### src/rtl/pac_input_ctrl_if.sv
// pac_input_ctrl_if
//   Groups the raw push-button inputs and the conditioned movement request
//   of pac_input_ctrl into one bundle.
//   Signals:
//     btn_up/btn_down/btn_left/btn_right : raw asynchronous direction buttons, active-high
//     btn_center                         : raw asynchronous stop button, active-high
//     up/down/left/right                 : one-hot movement request to the sprite block
//     moving                             : high while a direction is being requested
//     press                              : one-cycle pulse on each accepted direction press
//   Modports:
//     master : button source / request consumer side (drives btn_*)
//     slave  : pac_input_ctrl side (drives the request outputs)
interface pac_input_ctrl_if;
   logic btn_up;
   logic btn_down;
   logic btn_left;
   logic btn_right;
   logic btn_center;
   logic up;
   logic down;
   logic left;
   logic right;
   logic moving;
   logic press;

   modport master (
      output btn_up, btn_down, btn_left, btn_right, btn_center,
      input  up, down, left, right, moving, press
   );

   modport slave (
      input  btn_up, btn_down, btn_left, btn_right, btn_center,
      output up, down, left, right, moving, press
   );
endinterface

### src/rtl/pac_input_ctrl.sv
// pac_input_ctrl
//   Button conditioning ahead of the Pac-Man sprite/collision block:
//   2-FF synchronisers, per-button debounce counters, rising-edge detection,
//   fixed press priority (up > right > left > down) and a one-hot registered
//   movement request.
//   Parameters:
//     DEBOUNCE_CNT : consecutive stable cycles needed to accept a level change (>= 2)
//     CNT_W        : debounce counter width, 2**CNT_W > DEBOUNCE_CNT
//   Ports:
//     clk : system clock
//     rst : synchronous reset, active-low
//     bus : pac_input_ctrl_if.slave (raw buttons in, up/down/left/right/moving/press out)
//   Configuration macro PAC_STICKY_DIR_EN:
//     defined   : the pressed direction stays latched until the next direction
//                 press; a centre press stops movement (centre beats a same-cycle
//                 direction press).
//     undefined : outputs follow the priority-encoded debounced direction levels;
//                 the centre button is not used.
module pac_input_ctrl #(
   parameter int unsigned DEBOUNCE_CNT = 500000,
   parameter int unsigned CNT_W        = 20
) (
   input logic             clk,
   input logic             rst,
   pac_input_ctrl_if.slave bus
);

`ifdef PAC_STICKY_DIR_EN
   localparam int unsigned NCH = 5;
`else
   localparam int unsigned NCH = 4;
`endif

   localparam logic [CNT_W-1:0] CNT_LAST = CNT_W'(DEBOUNCE_CNT - 1);

   typedef enum logic [1:0] {
      DIR_UP    = 2'd0,
      DIR_RIGHT = 2'd1,
      DIR_LEFT  = 2'd2,
      DIR_DOWN  = 2'd3
   } dir_e;

   typedef enum logic {
      S_IDLE,
      S_MOVE
   } state_e;

   // Channel order follows the press priority: 0 up, 1 right, 2 left, 3 down, 4 centre.
   logic [NCH-1:0]   raw;
   logic [NCH-1:0]   sync1_q;
   logic [NCH-1:0]   sync2_q;
   logic [NCH-1:0]   db_q;
   logic [NCH-1:0]   db_prev_q;
   logic [NCH-1:0]   pr;
   logic [CNT_W-1:0] cnt_q [NCH];

   logic [3:0] sel_v;
   logic       sel_any;
   dir_e       dir_d;

   state_e state_q;
   dir_e   dir_q;
   logic   press_q;

`ifdef PAC_STICKY_DIR_EN
   assign raw = {bus.btn_center, bus.btn_down, bus.btn_left, bus.btn_right, bus.btn_up};
`else
   assign raw = {bus.btn_down, bus.btn_left, bus.btn_right, bus.btn_up};
`endif

   // Synchronise, then debounce: the level flips on the DEBOUNCE_CNT-th
   // consecutive sample that disagrees with it; any agreeing sample restarts.
   always_ff @(posedge clk) begin
      if (!rst) begin
         sync1_q   <= '0;
         sync2_q   <= '0;
         db_q      <= '0;
         db_prev_q <= '0;
         for (int unsigned i = 0; i < NCH; i++) begin
            cnt_q[i] <= '0;
         end
      end else begin
         sync1_q   <= raw;
         sync2_q   <= sync1_q;
         db_prev_q <= db_q;
         for (int unsigned i = 0; i < NCH; i++) begin
            if (sync2_q[i] == db_q[i]) begin
               cnt_q[i] <= '0;
            end else if (cnt_q[i] == CNT_LAST) begin
               db_q[i]  <= ~db_q[i];
               cnt_q[i] <= '0;
            end else begin
               cnt_q[i] <= cnt_q[i] + CNT_W'(1);
            end
         end
      end
   end

   assign pr = db_q & ~db_prev_q;

   function automatic dir_e pick(input logic [3:0] v);
      if (v[0])      return DIR_UP;
      else if (v[1]) return DIR_RIGHT;
      else if (v[2]) return DIR_LEFT;
      else           return DIR_DOWN;
   endfunction

   // Sticky mode arbitrates between this cycle's presses; level mode
   // arbitrates between the currently held (debounced) directions.
   always_comb begin
`ifdef PAC_STICKY_DIR_EN
      sel_v = pr[3:0];
`else
      sel_v = db_q[3:0];
`endif
      sel_any = |sel_v;
      dir_d   = pick(sel_v);
   end

   always_ff @(posedge clk) begin
      if (!rst) begin
         state_q <= S_IDLE;
         dir_q   <= DIR_UP;
         press_q <= 1'b0;
      end else begin
`ifdef PAC_STICKY_DIR_EN
         press_q <= 1'b0;
         if (pr[4]) begin
            state_q <= S_IDLE;
            dir_q   <= DIR_UP;
         end else if (sel_any) begin
            state_q <= S_MOVE;
            dir_q   <= dir_d;
            press_q <= 1'b1;
         end
`else
         state_q <= sel_any ? S_MOVE : S_IDLE;
         dir_q   <= dir_d;
         // Only a rising edge on the direction actually driven counts as a press.
         press_q <= sel_any && pr[dir_d];
`endif
      end
   end

   // Decoding a single 2-bit direction keeps the request one-hot by construction.
   assign bus.up     = (state_q == S_MOVE) && (dir_q == DIR_UP);
   assign bus.right  = (state_q == S_MOVE) && (dir_q == DIR_RIGHT);
   assign bus.left   = (state_q == S_MOVE) && (dir_q == DIR_LEFT);
   assign bus.down   = (state_q == S_MOVE) && (dir_q == DIR_DOWN);
   assign bus.moving = (state_q == S_MOVE);
   assign bus.press  = press_q;

endmodule

### src/flat_wrapper.sv
// flat-port wrapper written by rule: the top's interface ports become plain ports
module pac_input_ctrl_flat 
#(
   parameter int unsigned DEBOUNCE_CNT = 500000,
   parameter int unsigned CNT_W        = 20
)
  (clk, rst, bus_btn_up, bus_btn_down, bus_btn_left, bus_btn_right, bus_btn_center, bus_up, bus_down, bus_left, bus_right, bus_moving, bus_press);
  pac_input_ctrl_if bus_i ();
  input logic clk;
  input logic rst;
  input wire logic [$bits(bus_i.btn_up)-1:0] bus_btn_up;
  input wire logic [$bits(bus_i.btn_down)-1:0] bus_btn_down;
  input wire logic [$bits(bus_i.btn_left)-1:0] bus_btn_left;
  input wire logic [$bits(bus_i.btn_right)-1:0] bus_btn_right;
  input wire logic [$bits(bus_i.btn_center)-1:0] bus_btn_center;
  output wire logic [$bits(bus_i.up)-1:0] bus_up;
  output wire logic [$bits(bus_i.down)-1:0] bus_down;
  output wire logic [$bits(bus_i.left)-1:0] bus_left;
  output wire logic [$bits(bus_i.right)-1:0] bus_right;
  output wire logic [$bits(bus_i.moving)-1:0] bus_moving;
  output wire logic [$bits(bus_i.press)-1:0] bus_press;
  assign bus_i.btn_up = bus_btn_up;
  assign bus_i.btn_down = bus_btn_down;
  assign bus_i.btn_left = bus_btn_left;
  assign bus_i.btn_right = bus_btn_right;
  assign bus_i.btn_center = bus_btn_center;
  assign bus_up = bus_i.up;
  assign bus_down = bus_i.down;
  assign bus_left = bus_i.left;
  assign bus_right = bus_i.right;
  assign bus_moving = bus_i.moving;
  assign bus_press = bus_i.press;
  pac_input_ctrl #(.DEBOUNCE_CNT(DEBOUNCE_CNT), .CNT_W(CNT_W)) u_core (.clk(clk), .rst(rst), .bus(bus_i));
endmodule
### config.mk
export PLATFORM = sky130hd
export DESIGN_NAME = pac_input_ctrl_flat
export DESIGN_NICKNAME = d
export VERILOG_FILES = /design/src/rtl/pac_input_ctrl_if.sv /design/src/rtl/pac_input_ctrl.sv /design/src/flat_wrapper.sv
export SDC_FILE = /design/constraint.sdc
export NUM_CORES = 1
export LEC_CHECK = 0
export CORE_UTILIZATION = 62
export DETAILED_ROUTE_END_ITERATION = 6
export PLACE_DENSITY_LB_ADDON = 0.25
export SLEW_MARGIN = 20
export SYNTH_ARGS = -nofsm -noshare
export SYNTH_HDL_FRONTEND = slang
export SYNTH_SLANG_ARGS = --single-unit
export TNS_END_PERCENT = 20
### constraint.sdc
create_clock -name clk -period 3 [get_ports clk]
set_input_delay 0.3 -clock clk [delete_from_list [all_inputs] [get_ports clk]]
set_output_delay 0.3 -clock clk [all_outputs]
set_load 0.02 [all_outputs]
==> results.cfg, run 1 <==
[logic_synthesis]
yosysWarnings = 0
ys_seq_area_frac = 0.551
yosysUniqueCellTypes = 43
synth_async_sr_flop_share = 0
yosys_register_bits = 100
netlist_instances = 491
synth_area_sq_um = 5090
synth_edf_count = 80
synth_flop_cell = edfxtp_1
postSynthAreaPerCell_sq_um = 10.4

[timing]
finalHoldViolCount = 0
setup_slack_ns = 0.592
final.setup_skew_ns = 0.00681
post-route-period-util = 0.803
min_period_ns = 2.41
final.setup.tns_ns = 0
finalHoldWorstSlack_ns = 0.439
fmax_ghz = 0.415
drv_slew = 0
rsz0062_at_grt = no
relSlewSlack = 0.636
finalSetupViolations = 0
worst_pin_slew_ns = 0.544

[flow_run]
maxCapViolCount = 0

[worst_setup_path]
endpoint_kind = flop
worstReg2RegStart = u_core.cnt_q[0][7]
path_max_fanout = 13
worst_ep_arrival_time_ns = 2.53
reg2reg_slack_ns = 0.59
cp-start-kind = flop
worst-r2r-cell-count = 5
r2r_end = u_core.cnt_q[0][12]
cp.required_ns = 3.12
crit_type = reg2reg

[layout]
fin_cells = 689
fillCellCount = 559
layout.nets = 593
utilization = 0.739
drive_gt1_frac = 0.0477
syn2layout_area_growth_pct = 14.0
num_antenna_cells = 0
final_cell_area_sq_um = 5800

[route]
drcViolationCount = 0
dr.pass1.iters = 4
postRouteAntennaNets = 0
drt_iter0_markers = 175
wirelength_mm = 9.20
vias_per_cell = 5.55
vias = 3823
post_drt_wl_per_cell_um = 13.3

[clock_network]
htree_num_levels = 3
cts-hold-fix-buffers = 0
cts-buffers-inserted = 9
cts.clk_slew.worst_paths_ns = 0.09
clock-sinks = 100
post-cts-setup-buffer-count = 0
clock_latency_ns = 0.36
clockBufferDepth = 2
cts_root_buffer = clkbuf_8
cts_tree = built
cts-resized-gates = 0

[global_routing]
met1_usage = 0.296
grt_pass1_wl_mm = 16.0
met3_usage = 0.0312
grt_busiest_layer = met2
grt_max_degree = 21
gr-total-overflow = 0
use_met2 = 0.395
antenna_found_initial = 0
gr-usage-all-layers = 0.233
grt_pass1_vias = 3695

[power]
power.leakage_nw = 1.97
power_mw = 2.62
power_density_nw_per_um2 = 451
ir_drop_v = 0.000376

[worst_hold_path]
hold_path.class = reg2reg
whs_endpoint = u_core.sync2_q[0]
worstHoldPathCells = 1
hp-start = u_core.sync1_q[0]

[floorplan]
die_w_um = 92.6
initial_utilization = 0.648
rows = 32
io_pins = 13
die_area_sq_um = 8570
coreArea_sq_um = 7850
dieHeight_um = 92.6

[place]
dp_cells = 673
dp_hpwl_mm = 6.49
gp_congestion = 0.862
portBuffers = 11
preCtsSetupSlack_ns = 0.648
postPlaceCellArea_sq_um = 5590

[outcome]
status = complete, no violations
cells in the mapped netlist, drive strengths merged (2+ instances only):
master | instances | area (sq um)
edfxtp | 80 | 2400
nor2 | 73 | 274
xnor2 | 30 | 263
nand4 | 27 | 175
xor2 | 26 | 228
a21oi | 25 | 125
nand2 | 24 | 90.1
nand3 | 24 | 125
dfxtp | 20 | 400
inv | 19 | 71.3
or3 | 16 | 100
o21ai | 15 | 75.1
or4 | 15 | 116
nor3 | 13 | 65.1
and2 | 12 | 75.1
clkbuf | 11 | 41.3
nor4 | 11 | 68.8
o31ai | 9 | 67.6
and4 | 5 | 45.0
and3 | 4 | 25.0
buf | 4 | 23.8
ha | 4 | 50.1
or2 | 4 | 25.0
nor4b | 3 | 26.3
o211ai | 3 | 22.5
nand2b | 2 | 12.5
nor2b | 2 | 12.5
nor3b | 2 | 15.0
power breakdown:
part           total, mW  internal [mW]  switching [mW]
Combinational      0.113         0.0466          0.0667
Sequential          1.61           1.55          0.0614
Clock              0.895          0.456           0.439
Total               2.62           2.05           0.567
critical path, stage by stage (launching register included):
cell      delay (ns)
edfxtp_1        0.50
or4b_1          0.59
or4_1           0.57
o21ai_1         0.20
buf_4           0.23
nor2_1          0.07
metal layers:
metal  share of wire  vias up
met3           0.034       18
met5               0        -
met2            0.50      103
met4           0.021        0
li1                -     1900
met1            0.44     1802
cells in the final DEF, fill, tap and decap left out, types with 13 or more instances in the layout:
cell	n
o21ai_0	14
nor2_1	73
a21oi_1	25
nand2_1	24
or4_1	14
conb_1	80
xor2_1	26
xnor2_1	30
or3_1	16
edfxtp_1	80
nor3_1	13
nand4_1	26
dfxtp_1	20
nand3_1	23
inv_1	19
cell type report:
class	instances	area [sq um]	share of cell area
Sequential cell	100	2800	0.483
Timing Repair Buffer	16	148	0.0255
Multi-Input combinational cell	436	2440	0.421
Clock inverter	1	30.0	0.00518
Tap cell	102	128	0.0220
Clock buffer	15	176	0.0304
Inverter	19	71.3	0.0123
kinds of logic (layout without fill, tap and decap cells):
kind of cell | after synthesis | after routing | share of synthesized area
compound gates | 55 | 55 | 0.0617
xor+xnor | 56 | 56 | 0.0964
fa+ha+maj | 4 | 4 | 0.00984
buf+inv | 34 | 51 | 0.0268
flops | 100 | 100 | 0.551
other cells | 1 | 80 | 0.000737
simple gates | 241 | 241 | 0.253
sequential cells by signal (all words and copies together), names as in the netlist:
signal / cells
u_core.cnt_q: 80
u_core.db_prev_q: 4
u_core.db_q: 4
u_core.sync1_q: 4
u_core.sync2_q: 4
u_core.dir_q: 2
u_core.bus.moving: 1
u_core.bus.press: 1
worst max-delay path by stage:
stage / startpoint / to / slack, ns
2_1_floorplan: u_core.cnt_q[0][7] / u_core.cnt_q[0][16] / 0.86
3_3_place_gp: u_core.cnt_q[0][7] / u_core.cnt_q[0][9] / 0.70
3_5_place_dp: u_core.cnt_q[0][7] / u_core.cnt_q[0][16] / 0.65
4_1_cts: u_core.cnt_q[0][7] / u_core.cnt_q[0][16] / 0.60
5_1_grt: u_core.cnt_q[0][7] / u_core.cnt_q[0][8] / 0.50
6_report: u_core.cnt_q[0][7] / u_core.cnt_q[0][12] / 0.59
(Power assumes the default switching activity.)
==> run 2: changes to the inputs <==
==> constraint.sdc (replaced) <==
create_clock -name clk -period 2.35 [get_ports clk]
set_input_delay 0.235 -clock clk [delete_from_list [all_inputs] [get_ports clk]]
set_output_delay 0.235 -clock clk [all_outputs]
set_load 0.02 [all_outputs]
==> run 2 against run 1 <==
Effect of this change: sequential cell count unchanged; clock-buffer cell count shrank 5; core utilization rose by 0.38 points; wire length fell by 2.3%; worst hold slack gained 0.0064 ns; fmax is 8.4% higher; via count down 1.8%; die area stayed put; non-clock buffer count grew 4; sequential share of layout area shrank 0.25 points.
==> results.cfg, run 2 (synthesized netlist as in run 1, its figures left out) <==
[timing]
drv_slew = 0
post-route-period-util = 0.945
final.setup_skew_ns = 0.00940
fmax_ghz = 0.450
worst_pin_slew_ns = 0.541
final.setup.tns_ns = 0
finalHoldWorstSlack_ns = 0.446
finalHoldViolCount = 0
min_period_ns = 2.22
setup_slack_ns = 0.128
rsz0062_at_grt = no
relSlewSlack = 0.636
finalSetupViolations = 0

[layout]
syn2layout_area_growth_pct = 14.6
layout_common_cells = edfxtp_1, conb_1, nor2_1, xnor2_1
multi_input_area_sq_um = 2440
fillCellCount = 571
regMostFlops = u_core.cnt_q
num_antenna_cells = 0
area.sequential_sq_um = 2800
fin_cells = 693
layout.nets = 597
drive_gt1_frac = 0.0592
largest_register_ffs = 80

[global_routing]
met3_usage = 0.0542
grt_busiest_layer = met2
gr-usage-all-layers = 0.228
grt_max_degree = 21
met1_usage = 0.279
grt_pass1_vias = 3734
use_met2 = 0.401
gr-total-overflow = 0
antenna_found_initial = 0
grt_pass1_wl_mm = 15.7

[flow_run]
maxCapViolCount = 0

[floorplan]
io_pins = 13
rows = 32
die_w_um = 92.6
dieHeight_um = 92.6
initial_utilization = 0.648
die_area_sq_um = 8570
coreArea_sq_um = 7850

[outcome]
status = complete, no violations

[power]
power_density_nw_per_um2 = 563
power_mw = 3.28
ir_drop_v = 0.000363
power.leakage_nw = 2.00

[worst_setup_path]
endpoint_kind = flop
max_stage_delay_ns = 0.54
slowest_stage = or4_1
path_cells = or4_1 -> or4_1 -> o21ai_1 -> buf_6 -> a21oi_1
cp-start-kind = flop
path_max_fanout = 20
critical_path_buf_inv_count = 1
critical-path-top-delay-family = simple AND/OR/NAND/NOR gates
cp.required_ns = 2.45
crit_type = reg2reg
cpMostUsedCell = or4_1
worst_ep_arrival_time_ns = 2.32

[place]
portBuffers = 11
dp_cells = 677
gp_congestion = 0.840
dp_hpwl_mm = 6.53
preCtsSetupSlack_ns = 0.122

[route]
vias = 3756
wirelength_mm = 8.99
post_drt_wl_per_cell_um = 13.0
dr.pass1.iters = 5
drt_iter0_markers = 151
drcViolationCount = 0
postRouteAntennaNets = 0
vias_per_cell = 5.42

[clock_network]
htree_num_levels = 3
cts_root_buffer = clkbuf_8
cts-resized-gates = 0
cts_tree = built
post-cts-setup-buffer-count = 0
cts.clk_slew.worst_paths_ns = 0.09
clock_latency_ns = 0.36
clockBufferDepth = 2
cts-hold-fix-buffers = 0
cts-buffers-inserted = 9
clock-sinks = 100

[worst_hold_path]
hold_path.class = reg2reg
run 2: changes by cell type in the layout (fill, tap and decap cells not counted):
cell | previous run | this run
clkbuf_16 | 0 | 1
inv_8 | 0 | 2
buf_6 | 0 | 1
buf_4 | 5 | 8
clkinv_2 | 0 | 1
bufinv_16 | 1 | 0
clkinv_4 | 0 | 2
clkbuf_1 | 3 | 0
clkbuf_8 | 12 | 9
inv_6 | 0 | 1
run 2: power breakdown:
part,internal [mW],switching [mW],total [mW]
clock network,0.470,0.610,1.08
registers,1.98,0.0747,2.05
logic,0.0632,0.0874,0.151
total,2.51,0.772,3.28
run 2: final timing paths:
path | start | slack [ns] | end | cells after the start
max | u_core.cnt_q[0][10] | 0.13 | u_core.cnt_q[0][14] | 5
min | u_core.sync1_q[0] | 0.45 | u_core.sync2_q[0] | 1
max reg2reg | u_core.cnt_q[0][10] | 0.13 | u_core.cnt_q[0][14] | 5
min reg2reg | u_core.sync1_q[0] | 0.45 | u_core.sync2_q[0] | 1
run 2: cell type report:
type | instances | share of cell area
sequential | 100 | 0.481
multi-input combinational | 436 | 0.419
timing repair buffer | 20 | 0.0311
clock buffer | 10 | 0.0255
clock inverter | 6 | 0.00923
inverter | 19 | 0.0122
tap | 102 | 0.0219
run 2: per-layer routing:
metal,vias up,wire length [um]
li1,1911,-
met1,1790,4200
met2,51,4490
met3,4,249
met4,0,50
met5,-,0
run 2: metrics by stage:
stage / cell area (sq um) / util
after global placement: 5620 / 0.717
after floorplan: 5380 / -
after CTS: 5830 / 0.742
final: 5830 / 0.743
after global routing: 5830 / 0.743
after detailed placement: 5620 / 0.717
run 2: worst register-to-register path, delay by kind of cell, from the launching register on:
family,cells,cell delay (ns)
compound gates,2,0.25
buf+inv,1,0.21
flops,1,0.46
simple gates,2,1.06
==> run 3: changes to the inputs <==
--- a/config.mk
+++ b/config.mk
@@ -5,9 +5,10 @@
 export SDC_FILE = /design/constraint.sdc
 export NUM_CORES = 1
 export LEC_CHECK = 0
-export CORE_UTILIZATION = 62
+export CORE_UTILIZATION = 66
 export DETAILED_ROUTE_END_ITERATION = 6
 export PLACE_DENSITY_LB_ADDON = 0.25
+export SKIP_CTS_REPAIR_TIMING = 1
 export SLEW_MARGIN = 20
 export SYNTH_ARGS = -nofsm -noshare
 export SYNTH_HDL_FRONTEND = slang
==> constraint.sdc (replaced) <==
create_clock -name clk -period 2.6 [get_ports clk]
set_input_delay 0.26 -clock clk [delete_from_list [all_inputs] [get_ports clk]]
set_output_delay 0.26 -clock clk [all_outputs]
set_load 0.02 [all_outputs]
==> run 3 against run 2 <==
Effect of this change: core utilization rose by 3.8 points; via count rose by 1.1%; clock power fell by 20%; clock-buffer cell count rose by 1; sequential cell count did not move; global-route usage rose by 1.6 points; fmax fell by 5.6%; sequential power fell by 9%; clock skew rose by 0.0041 ns; sequential share of layout area rose by 0.62 points.
==> results.cfg, run 3 (synthesized netlist as in run 1, its figures left out) <==
[floorplan]
coreArea_sq_um = 7370
die_w_um = 89.8
io_pins = 13
dieHeight_um = 89.8
die_area_sq_um = 8060
initial_utilization = 0.690
rows = 31

[layout]
num_antenna_cells = 0
syn2layout_area_growth_pct = 13.2
layout_common_cells = edfxtp_1, conb_1, nor2_1, xnor2_1
fillCellCount = 495
largest_register_ffs = 80
regMostFlops = u_core.cnt_q
layout.nets = 594
drive_gt1_frac = 0.0493
fin_cells = 687

[route]
post_drt_wl_per_cell_um = 13.2
vias = 3799
drt_iter0_markers = 184
dr.pass1.iters = 4
wirelength_mm = 9.07
postRouteAntennaNets = 0
drcViolationCount = 0
vias_per_cell = 5.53

[timing]
final.setup_skew_ns = 0.0135
drv_slew = 0
finalHoldViolCount = 0
final.setup.tns_ns = 0
fmax_ghz = 0.425
finalSetupViolations = 0
relSlewSlack = 0.654
min_period_ns = 2.35
finalHoldWorstSlack_ns = 0.446
rsz0062_at_grt = no
worst_pin_slew_ns = 0.515
post-route-period-util = 0.905

[worst_hold_path]
hold_path.class = reg2reg

[outcome]
status = complete, no violations

[power]
power.leakage_nw = 1.96
ir_drop_v = 0.000367
power_density_nw_per_um2 = 496

[worst_setup_path]
cp-start-kind = flop
worst_ep_arrival_time_ns = 2.47
max_stage_delay_ns = 0.58
crit_type = reg2reg
cp.required_ns = 2.72
path_cells = or4b_1 -> or4_1 -> o21ai_1 -> buf_4 -> nor2_1
path_max_fanout = 12
slowest_stage = or4b_1
endpoint_kind = flop

[global_routing]
gr-total-overflow = 0
grt_pass1_vias = 3687
grt_max_degree = 21
antenna_found_initial = 0
grt_pass1_wl_mm = 16.0
gr-usage-all-layers = 0.244

[clock_network]
cts.clk_slew.worst_paths_ns = 0.10
clockBufferDepth = 2
cts_root_buffer = clkbuf_8
htree_num_levels = 3
cts_tree = built
cts-buffers-inserted = 9
clock-sinks = 100
clock_latency_ns = 0.36

[place]
gp_congestion = 0.873
dp_cells = 671
portBuffers = 11
dp_hpwl_mm = 6.44

[flow_run]
maxCapViolCount = 0
-- run 3: worst paths after layout --
path	startpoint	endpoint	slack [ns]	cells after the start
worst min-delay path	u_core.sync1_q[3]	u_core.sync2_q[3]	0.45	1
worst min register to register	u_core.sync1_q[3]	u_core.sync2_q[3]	0.45	1
worst max register to register	u_core.cnt_q[0][7]	u_core.cnt_q[0][8]	0.25	5
worst max-delay path	u_core.cnt_q[0][7]	u_core.cnt_q[0][8]	0.25	5
-- run 3: final cells by class --
type	instances	area (sq um)	share of cell area
well taps	99	124	0.0215
inverters	19	71.3	0.0124
repair buffers	17	155	0.0270
multi-input cells	436	2440	0.425
clock inverters	5	27.5	0.00478
flip-flops and latches	100	2800	0.487
clock buffers	11	131	0.0228
-- run 3: power by group --
part | internal [mW] | switching (mW)
Combinational | 0.0550 | 0.0773
Clock | 0.345 | 0.522
Sequential | 1.79 | 0.0690
Total | 2.19 | 0.668
-- run 3: layer usage --
metal | vias to the layer above | GRT usage | share of wire
li1 | 1906 | - | -
met1 | 1792 | 0.299 | 0.44
met2 | 85 | 0.423 | 0.50
met3 | 16 | 0.0508 | 0.038
met4 | 0 | 0.0929 | 0.018
met5 | - | 0 | 0
-- run 3: metrics by stage --
step / setup slack (ns) / utilization / power (mW) / cell area, sq um
3_3_place_gp: 0.321 / 0.759 / 2.01 / 5600
4_1_cts: 0.245 / 0.781 / 2.86 / 5760
6_report: 0.247 / 0.781 / 2.85 / 5760
5_1_grt: 0.153 / 0.781 / 2.96 / 5760
2_1_floorplan: 0.458 / - / 1.97 / 5380
3_5_place_dp: 0.265 / 0.759 / 2.02 / 5600
-- run 3: critical path: cells and delay by family, from the launching register on --
kind	cells	cell delay (ns)
AO/OA/AOI/OAI	1	0.19
buffers and inverters	1	0.22
AND/OR/NAND/NOR	3	1.22
flip-flops	1	0.49
